File: src/rtl/mem_fetch_dr_encoder_pkg.sv
// Shared dual-rail definitions for the memory fetch encoder and the demux benches.
// Holds the FSM state type, the NULL spacer and the single-bit encoder.
package mem_fetch_dr_encoder_pkg;

    typedef enum logic [2:0] {
        ST_IDLE,
        ST_DATA,
        ST_NULLW,
        ST_HOLD,
        ST_ERR
    } state_e;

    typedef struct packed {
        logic t;
        logic f;
    } dr_bit_t;

    localparam dr_bit_t DR_NULL = '{t: 1'b0, f: 1'b0};

    // Valid codes are 10 (one) and 01 (zero); 11 is never produced.
    function automatic dr_bit_t dr_encode(input logic b);
        dr_bit_t r;
        r.t = b;
        r.f = ~b;
        return r;
    endfunction

endpackage

File: src/rtl/dr_sync2.sv
// Two-flop synchronizer for a single asynchronous level signal.
module dr_sync2 (
    input  logic clk_i,
    input  logic rst_i,
    input  logic d_i,
    output logic q_o
);

    logic meta_q;
    logic sync_q;

    always_ff @(posedge clk_i or posedge rst_i) begin
        if (rst_i) begin
            meta_q <= 1'b0;
            sync_q <= 1'b0;
        end else begin
            meta_q <= d_i;
            sync_q <= meta_q;
        end
    end

    assign q_o = sync_q;

endmodule

File: src/rtl/mem_fetch_dr_encoder.sv
// Converts single-rail memory words into DATA/NULL dual-rail wavefronts for the
// demux, paced by a synchronized completion signal and guarded by a watchdog.
module mem_fetch_dr_encoder
    import mem_fetch_dr_encoder_pkg::*;
#(
    parameter int unsigned WIDTH    = 8,
    parameter int unsigned NULL_MIN = 2,
    parameter int unsigned TIMEOUT  = 16
) (
    input  logic             clk,
    input  logic             rst,
    input  logic             mem_valid,
    output logic             mem_ready,
    input  logic [WIDTH-1:0] mem_data,
    input  logic             mem_sel,
    output logic             ph0_t,
    output logic             ph0_f,
    output logic [WIDTH-1:0] d_t,
    output logic [WIDTH-1:0] d_f,
    input  logic             comp,
    output logic             busy,
    output logic             timeout_err
);

    localparam int unsigned WD_W   = $clog2(TIMEOUT + 1);
    localparam int unsigned HOLD_W = $clog2(NULL_MIN + 1);

    localparam logic [WD_W-1:0]   WD_LAST   = WD_W'(TIMEOUT - 1);
    localparam logic [WD_W-1:0]   WD_MAX    = WD_W'(TIMEOUT);
    localparam logic [HOLD_W-1:0] HOLD_LOAD = HOLD_W'(NULL_MIN - 1);

    state_e              state_q;
    logic                rdy_q;
    dr_bit_t             ph0_q;
    logic [WIDTH-1:0]    dt_q;
    logic [WIDTH-1:0]    df_q;
    logic [HOLD_W-1:0]   hold_q;
    logic [WD_W-1:0]     wd_q;
    logic                err_q;

    logic                comp_s;
    logic [WIDTH-1:0]    enc_t;
    logic [WIDTH-1:0]    enc_f;
    dr_bit_t             bit_enc;
    logic                wd_expire;

    dr_sync2 u_comp_sync (
        .clk_i (clk),
        .rst_i (rst),
        .d_i   (comp),
        .q_o   (comp_s)
    );

    always_comb begin
        enc_t   = '0;
        enc_f   = '0;
        bit_enc = DR_NULL;
        for (int unsigned i = 0; i < WIDTH; i++) begin
            bit_enc  = dr_encode(mem_data[i]);
            enc_t[i] = bit_enc.t;
            enc_f[i] = bit_enc.f;
        end
    end

    assign wd_expire = (wd_q == WD_LAST);

    // rdy_q is the registered "idle and out of reset" flag; gating with comp_s
    // keeps a word from being offered while the previous NULL is not yet seen.
    always_ff @(posedge clk or posedge rst) begin
        if (rst) begin
            state_q <= ST_IDLE;
            rdy_q   <= 1'b0;
            ph0_q   <= DR_NULL;
            dt_q    <= '0;
            df_q    <= '0;
            hold_q  <= '0;
            wd_q    <= '0;
            err_q   <= 1'b0;
        end else begin
            case (state_q)
                ST_IDLE: begin
                    if (!rdy_q) begin
                        rdy_q <= 1'b1;
                    end else if (mem_valid && !comp_s) begin
                        state_q <= ST_DATA;
                        rdy_q   <= 1'b0;
                        ph0_q   <= dr_encode(mem_sel);
                        dt_q    <= enc_t;
                        df_q    <= enc_f;
                        wd_q    <= '0;
                    end
                end
                ST_DATA: begin
                    if (comp_s) begin
                        state_q <= ST_NULLW;
                        ph0_q   <= DR_NULL;
                        dt_q    <= '0;
                        df_q    <= '0;
                        wd_q    <= '0;
                    end else if (wd_expire) begin
                        state_q <= ST_ERR;
                        err_q   <= 1'b1;
                        wd_q    <= WD_MAX;
                        ph0_q   <= DR_NULL;
                        dt_q    <= '0;
                        df_q    <= '0;
                    end else begin
                        wd_q <= wd_q + WD_W'(1);
                    end
                end
                ST_NULLW: begin
                    if (!comp_s) begin
                        state_q <= ST_HOLD;
                        hold_q  <= HOLD_LOAD;
                    end else if (wd_expire) begin
                        state_q <= ST_ERR;
                        err_q   <= 1'b1;
                        wd_q    <= WD_MAX;
                    end else begin
                        wd_q <= wd_q + WD_W'(1);
                    end
                end
                ST_HOLD: begin
                    // Leave as the count reaches zero so the next word can be
                    // accepted NULL_MIN cycles after completion returns low.
                    if (hold_q <= HOLD_W'(1)) begin
                        state_q <= ST_IDLE;
                        rdy_q   <= 1'b1;
                        hold_q  <= '0;
                    end else begin
                        hold_q <= hold_q - HOLD_W'(1);
                    end
                end
                ST_ERR: begin
                    state_q <= ST_ERR;
                end
                default: begin
                    state_q <= ST_IDLE;
                    ph0_q   <= DR_NULL;
                    dt_q    <= '0;
                    df_q    <= '0;
                end
            endcase
        end
    end

    assign mem_ready   = rdy_q & ~comp_s;
    assign ph0_t       = ph0_q.t;
    assign ph0_f       = ph0_q.f;
    assign d_t         = dt_q;
    assign d_f         = df_q;
    assign busy        = (state_q != ST_IDLE);
    assign timeout_err = err_q;

endmodule

File: config.mk
export PLATFORM = sky130hd
export DESIGN_NAME = mem_fetch_dr_encoder
export DESIGN_NICKNAME = d
export VERILOG_FILES = /design/src/rtl/mem_fetch_dr_encoder_pkg.sv /design/src/rtl/dr_sync2.sv /design/src/rtl/mem_fetch_dr_encoder.sv
export SDC_FILE = /design/constraint.sdc
export NUM_CORES = 1
export LEC_CHECK = 0
export ABC_AREA = 0
export CAP_MARGIN = 15
export CORE_MARGIN = 2
export CORE_UTILIZATION = 35
export DETAILED_ROUTE_END_ITERATION = 6
export GPL_TIMING_DRIVEN = 1
export PLACE_DENSITY = 0.72
export SYNTH_ARGS = -nofsm -noshare
export SYNTH_HDL_FRONTEND = slang
export SYNTH_SLANG_ARGS = --single-unit
File: constraint.sdc
create_clock -name clk -period 2 [get_ports clk]
set_input_delay 0.4 -clock clk [delete_from_list [all_inputs] [get_ports clk]]
set_output_delay 0.4 -clock clk [all_outputs]
set_load 0.01 [all_outputs]
## Yosys cells after proc, flatten, opt, wreduce, memory -nomap -nowiden

Index checks and enable logic that the tools add are counted.

| cells by class | value |
|---|---|
| bitwise gates (word level) | 12 |
| reductions and logical operators | 15 |
| add/sub/neg operators | 2 |
| equality and inequality tests | 12 |
| magnitude comparators | 1 |
| multiplexer cells | 37 |

Operator list:

| cell | count |
|---|---|
| 2-to-1 mux 8 bit | 6 |
| one-hot mux 8 bit (3 select lines) | 2 |
| 2-to-1 mux 5 bit | 5 |
| 2-to-1 mux 3 bit | 6 |
| one-hot mux 3 bit (5 select lines) | 1 |
| one-hot mux 5 bit (3 select lines) | 1 |
| 2-to-1 mux 2 bit | 6 |
| inverter 1 bit | 11 |
| inequality test 2 bit, second input constant | 5 |
| AND reduction 4 bit | 2 |
| == test 3 x 2 -> 1 bit, second input constant | 2 |
| 2-to-1 mux 1 bit | 6 |
| one-hot mux 2 bit (3 select lines) | 1 |
| AND reduction 3 bit | 2 |
| nonzero test 2 bit | 3 |
| nonzero test 3 bit | 2 |
| adder 5 x 1 -> 5 bit, second input constant | 1 |
| == test 5 x 4 -> 1 bit, second input constant | 1 |
| one-hot mux 1 bit (2 select lines) | 2 |
| one-hot mux 2 bit (2 select lines) | 1 |
| AND reduction 2 bit | 2 |
| == test 3 x 1 -> 1 bit, second input constant | 1 |
| == test 3 bit, second input constant | 1 |
| zero test 3 bit | 1 |
| 8 further kinds | 8 |

| word-level totals | value |
|---|---|
| register bits | 32 |
| output and inout port bits | 21 |
| logic and storage cells | 90 |
| input bits | 13 |

## Longest topological paths before layout

Gate-level depths: netlist (run 1).

| depth | value |
|---|---|
| word-level depth | 5 |
| gate-level depth with buffers | 7 |
| mapped depth without buffers | 7 |

## Modules after synthesis

Synthesis (run 1) repeated with hierarchy kept, for this count alone.

| unflattened totals | value |
|---|---|
| cell total of the unflattened synthesis | 138 |
| area, all modules | 1557.7 µm² |

Modules (own cells, without submodules):

| module | times used | cells an instance | seq. area each (µm²) | area an instance (µm²) |
|---|---|---|---|---|
| mem_fetch_dr_encoder | 1 | 135 | 750.7 | 1503.9 |
| dr_sync2 | 1 | 3 | 50.0 | 53.8 |

## Least setup slack after synthesis (run 1)

No wires, ideal clock.

| timing path | value |
|---|---|
| path kind | register -> register |
| start point | register wd_q[0] |
| end point | register df_q[7] (netlist: d_f[7]) |
| clock period less this slack | 2.023 ns |
| cell stages (with the launch flop) | 8 |
| buffers on the path | 1 |
| arrival | 1.945 ns |
| required time | 1.922 ns |
| library setup time | 0.078 ns |
| setup slack | -0.023 ns |
| path through | dfrtp_1 -> ha_1 -> and3_1 -> ha_1 -> or2_1 -> a311oi_4 -> buf_6 -> o2bb2ai_1 |

| between the ends | value |
|---|---|
| cells in the longest elaborated chain, start to end | 3 |

Ends and longest elaborated chain:

| item | line | RTL |
|---|---|---|
| start, declared | mem_fetch_dr_encoder.sv:38 | `logic [WD_W-1:0] wd_q;` |
| start signal, assigned | mem_fetch_dr_encoder.sv:108 | `wd_q <= wd_q + WD_W'(1);` |
| start signal, assigned | mem_fetch_dr_encoder.sv:120 | `wd_q <= wd_q + WD_W'(1);` |
| == test 5 x 4 -> 1 bit | mem_fetch_dr_encoder.sv:65 | `assign wd_expire = (wd_q == WD_LAST);` |
| inequality test 3 x 2 -> 1 bit (no line) | -- |  |
| AND reduction 4 bit (no line) | -- |  |
| end signal, assigned | mem_fetch_dr_encoder.sv:89 | `df_q <= enc_f;` |
| end, declared | mem_fetch_dr_encoder.sv:36 | `logic [WIDTH-1:0] df_q;` |

No other way between the ends.
A chain may end at the register's enable or synchronous reset.

## Worst setup path in the final report (run 1)

| timing path | value |
|---|---|
| start point | register wd_q[0] |
| end point | register df_q[6] (netlist: d_f[6]) |

Same word-level chain as after synthesis.

==> flow_summary.ini, run 1 <==
[grt]
grt-ovfl-total = 0
grt_max_degree = 34
grt_pass1_wl_mm = 5.93
grt_usage = 0.145
grt_pass1_vias = 1240
antenna_found_initial = 0

[setup_path]
rr_endpoint = d_f[6]
max_stage_delay_ns = 0.41
slowest_stage = dfrtp_1
end_kind = flop
r2r_slack_ns = 0.09
worstSetupPathType = reg -> reg
critPathTopFamily = simple AND/OR/NAND/NOR gates
worstPathArrival_ns = 2.13
reg2reg_from = wd_q[0]
r2r_cells = 7
cp_cell_sequence = ha_1 -> and3_1 -> ha_1 -> or2_1 -> a311oi_4 -> buf_12 -> a22o_2
cp-start-kind = flop
crit_top_cell = ha_1
crit_fanout = 18
required_ns = 2.21
critical_path_buf_inv_count = 1

[logic_synthesis]
ys_ff_latch = 32
async_flop_share = 1.00
yosysWarnings = 0
ys_top_cells_by_count = 32 x dfrtp_1, 16 x o21ai_0, 14 x nand2_1, 12 x nor2_1, 10 x o2bb2ai_1
synth_area_leader_cell = dfrtp_1
synth_edf_count = 0
synth_top_cell_area_share = 0.497
synthFlopType = dfrtp_1
synth_nets = 172
yosysMostFrequentCell = dfrtp_1
synth_cell_types = 37
syn-cell-area_mm2 = 0.00161
ys_seq_area_frac = 0.497
syn_area_per_cell_um2 = 10.3
ys_top_cells_by_area = dfrtp_1 50%, o2bb2ai_1 5.4%, a22o_2 5.0%, o21ai_0 5.0%, a22oi_1 3.7%
synthCells = 157

[clocking]
cts_tree = yes
numCtsBuffers = 5
clock_latency_ns = 0.28
root_buffer = clkbuf_8
cts.sinks = 32
h-tree-depth = 2
cts.path.max_buffers = 2
cts_hold_buffers = 0
clk_pin_slew_ns = 0.07
postCtsSetupRepairBufs = 0

[timing]
setup_ws_ns = 0.0876
layout_min_cycle_time_ns = 1.91
tns_ns = 0
hold_viol_final = 0
post-route-period-util = 0.956
rsz0062_at_grt = no
setup_viol = 0
worstMarginPinSlew_ns = 0.436
fmax_ghz = 0.523
skew_ns = 0.00789
slew_violations = 0
relSlewSlack = 0.706

[floorplanning]
start_util = 0.367
die_h_um = 71.8
num_rows = 24
die_w_um = 71.8
ios = 34
fp.coreArea_mm2 = 0.00438
die_area_mm2 = 0.00516

[power_and_ir_drop]
power_switching_uw = 998
cellLeakagePower_nw = 0.903
p_seq_frac = 0.365
p_per_area_mw_per_mm2 = 1350
sw_frac_of_total = 0.344
p_int_mw = 1.90
irDropWorstVdd_mv = 0.807
power_frac_clock = 0.208
p_comb_frac = 0.426

[layout]
fin_cells = 251
drive_above_1_share = 0.161
regArea_um2 = 803
n_antenna_cell = 0
nFillCells = 411
num-nets-final = 213
syn2layout_area_growth_pct = 33.8
multi_input_area_um2 = 739

[hold_path]
hold_depth = 0
hold_path_class = reg -> reg
holdPathEnd = u_comp_sync.q_o
holdCritStartpoint = u_comp_sync.meta_q

[route]
drt-initial-drc-count = 57
first_pass_iters = 4
drt_wl_total_mm = 3.51
post_drt_via_cell_ratio = 5.36
ant_nets = 0
via_count = 1345
routedWlPerCell_um = 14.0
drc_errors = 0

[outcome]
outcome = completed

[placed_design]
numPortBuffers = 33
dp_hpwl_mm = 2.52
place.gp.congestion = 0.746
pre_cts_slack_ns = 0.0713
place_inst = 243

[run]
maxCapViolations = 0
[flip-flops by register name, indices dropped and copies added (netlist names)]
register and cells:
d_f 8, ph0_f 1, d_t 8, ph0_t 1
u_comp_sync.q_o 1, timeout_err 1, hold_q 2, state_q 3
u_comp_sync.meta_q 1, rdy_q 1, wd_q 5
[cells in the final DEF, fill, tap and decap left out, types with 2 or more instances in the layout]
cell and count:
nor2b_1 3, clkbuf_8 5, dfrtp_2 2, buf_4 9
a22o_2 8, ha_1 2, o2bb2ai_1 10, nand2_1 14
dfrtp_1 30, a22oi_1 8, nand3_1 3, a221o_1 2
or2_2 2, nor3b_1 3, a21oi_1 5, nor2_1 12
o21ai_0 16, clkdlybuf4s50_1 32, nor3_1 2, nand2b_1 5
inv_1 5
[cells by family (layout without fill, tap and decap cells)]
family	count (synthesis)	in the layout	synth area share
adder cells (fa/ha/maj)	2	2	0.0155
buffers and inverters	14	56	0.0435
flip-flops	32	32	0.497
AO/OA/AOI/OAI	57	57	0.270
AND/OR/NAND/NOR	51	51	0.168
multiplexers	1	1	0.00622
[cell type report]
cell class	instances	area share
sequential	32	0.373
inverter	5	0.00871
multi-input combinational	111	0.343
tap	52	0.0302
clock inverter	3	0.0197
timing repair buffer	43	0.193
clock buffer	5	0.0319
[layer usage]
layer,global-route usage,vias to the layer above,wire [um]
li1,-,667,-
met1,0.221,638,1650
met2,0.206,38,1650
met3,0.0323,2,189
met4,0.0419,0,16
met5,0,-,0
[worst max path at each step]
stage / to / startpoint / depth (start not counted)
after floorplan: d_f[7] / wd_q[0] / 7
after detailed placement: wd_q[3] / mem_valid / 6
after CTS: mem_ready / u_comp_sync.q_o / 2
after global routing: wd_q[2] / wd_q[0] / 8
after global placement: wd_q[2] / mem_valid / 4
final: d_f[6] / wd_q[0] / 7
[what timing repair did]
item                                    in CTS  in global routing
endpoints found under the setup margin       1                  2
resized for setup                            2                  2
cloned                                       0                  0
hold endpoints to repair                     0                  0
[stage by stage]
stage          cell area, um^2  hold WS, ns  utilization  power (mW)
2_1_floorplan             1610        0.331            -        1.73
3_3_place_gp              2040        0.335        0.466        2.30
3_5_place_dp              2040        0.340        0.466        2.32
4_1_cts                   2150        0.358        0.491        2.93
5_1_grt                   2150        0.370        0.491        3.11
6_report                  2150        0.355        0.491        2.90
[power by group through the flow]
stage / logic (mW) / registers [mW] / clock network (mW)
3_3_place_gp: 1.24 / 1.06 / 0
3_5_place_dp: 1.25 / 1.07 / 0
2_1_floorplan: 0.637 / 1.10 / 0
4_1_cts: 1.25 / 1.06 / 0.621
5_1_grt: 1.36 / 1.10 / 0.647
6_report: 1.24 / 1.06 / 0.605
(Power assumes the default switching activity.)
==> inputs of run 2 (changes only) <==
- CAP_MARGIN: 15 -> 25
- PLACE_DENSITY: 0.72 -> 0.69
- clock period: 2 -> 1.78 ns (I/O delays scaled with it)
==> run 2 against run 1 <==
The run now ends with negative setup slack left. Via count is 2.9% higher. Combinational power is 26% higher. Count of clock-buffer cells in the layout is 1 higher. Total power is 18% higher. Clock power is 13% higher. Wire length is 5.7% higher. Critical path type unchanged.
==> flow_summary.ini, run 2 (synthesized netlist as in run 1, its figures left out) <==
[outcome]
outcome = complete, but fails checks
violations = negative setup slack

[power_and_ir_drop]
p_int_mw = 2.26
p_seq_frac = 0.345
sw_frac_of_total = 0.338
power_switching_mw = 1.16
cellLeakagePower_nw = 0.972
p_total_mw = 3.42
power_frac_clock = 0.199
irDropWorstVdd_mv = 0.697
p_comb_frac = 0.456
p_per_area_mw_per_mm2 = 1500

[route]
via_count = 1384
post_drt_via_cell_ratio = 5.28
routedWlPerCell_um = 14.2
drt-initial-drc-count = 72
drt_wl_total_mm = 3.71
drc_errors = 0
first_pass_iters = 5
ant_nets = 0

[floorplanning]
ios = 34
die_h_um = 71.8
num_rows = 24
die_w_um = 71.8
fp.coreArea_mm2 = 0.00438
die_area_mm2 = 0.00516
start_util = 0.367

[placed_design]
numPortBuffers = 33
place.gp.congestion = 0.783
dp_hpwl_mm = 2.53

[setup_path]
crit_fanout = 18
required_ns = 2.00
worstSetupPathType = reg -> reg
worstPathArrival_ns = 2.03
cp-start-kind = flop
r2r_cells = 7
end_kind = flop
r2r_slack_ns = -0.02

[layout]
n_antenna_cell = 0
num-nets-final = 224
syn2layout_area_growth_pct = 41.6
final_common_cell = clkdlybuf4s50_1
final_cell_mix = 31 x clkdlybuf4s50_1, 30 x dfrtp_1, 20 x buf_4
drive_above_1_share = 0.238

[timing]
skew_ns = 0.00872
worstMarginPinSlew_ns = 0.414
hold_viol_final = 0
slew_violations = 0
relSlewSlack = 0.724
setup_ws_ns = -0.0207
fmax_ghz = 0.555
setup_viol = 14
rsz0062_at_grt = yes
tns_ns = -0.153
layout_min_cycle_time_ns = 1.80
post-route-period-util = 1.01

[clocking]
root_buffer = clkbuf_8
h-tree-depth = 2
numCtsBuffers = 5
clk_pin_slew_ns = 0.06
cts_tree = yes
cts_hold_buffers = 0
clock_latency_ns = 0.29
cts.path.max_buffers = 2
cts.sinks = 32

[grt]
grt-ovfl-total = 0
antenna_found_initial = 0
grt_usage = 0.154
grt_pass1_wl_mm = 6.09
grt_pass1_vias = 1290
grt_max_degree = 34

[hold_path]
hold_path_class = reg -> reg
hold_depth = 0

[run]
maxCapViolations = 0
==> run 2: critical path, cell delays in order, from the launching register on <==
cell and delay (ns):
dfrtp_1 0.38, ha_2 0.19, and3_4 0.18, ha_4 0.15, or2_4 0.25, a311oi_4 0.24, buf_12 0.19, a22o_2 0.15
==> run 2: power groups by stage <==
stage	clock network [mW]	registers (mW)	logic, mW
4_1_cts	0.698	1.18	1.56
5_1_grt	0.739	1.22	1.71
6_report	0.681	1.18	1.56
3_5_place_dp	0	1.19	1.54
3_3_place_gp	0	1.18	1.53
2_1_floorplan	0	1.23	0.720
==> run 2: what timing repair did <==
| item | 4_1_cts | 5_1_grt |
|---|---|---|
| endpoints found under the setup margin | 21 | 23 |
| setup buffers | 1 | 0 |
| gates resized for setup | 7 | 5 |
| pin swaps | 0 | 0 |
| hold endpoints to repair | 0 | 0 |
==> run 2: through the flow <==
step / hold WS [ns] / cells / setup slack (ns) / util / instance area [um^2]
3_5_place_dp: 0.342 / 253 / -0.103 / 0.487 / 2140
6_report: 0.363 / 262 / -0.0207 / 0.520 / 2280
3_3_place_gp: 0.334 / 253 / -0.0700 / 0.487 / 2140
4_1_cts: 0.357 / 262 / -0.0307 / 0.516 / 2260
2_1_floorplan: 0.331 / 157 / -0.0898 / - / 1630
5_1_grt: 0.375 / 262 / -0.0904 / 0.520 / 2280
==> run 2: cell type report <==
cell class | instances | area (um^2)
inverters | 5 | 18.8
clock buffers | 6 | 72.6
fillers | 399 | 2100
flip-flops and latches | 32 | 803
clock inverters | 2 | 35.0
repair buffers | 54 | 503
multi-input cells | 111 | 782
well taps | 52 | 65.1
==> run 2: final timing paths <==
check | from | to
worst max-delay path | wd_q[1] | d_f[5]
worst min-delay path | u_comp_sync.meta_q | u_comp_sync.q_o
worst max register to register | wd_q[1] | d_f[5]
worst min register to register | u_comp_sync.meta_q | u_comp_sync.q_o
max in group asynchronous | rst | u_comp_sync.q_o
min in group asynchronous | rst | d_f[2]
==> run 2: metal layers <==
metal | track usage | part of all wire
met1 | 0.214 | 0.47
met2 | 0.228 | 0.48
met3 | 0.0380 | 0.040
met4 | 0.0692 | 0.011
met5 | 0 | 0
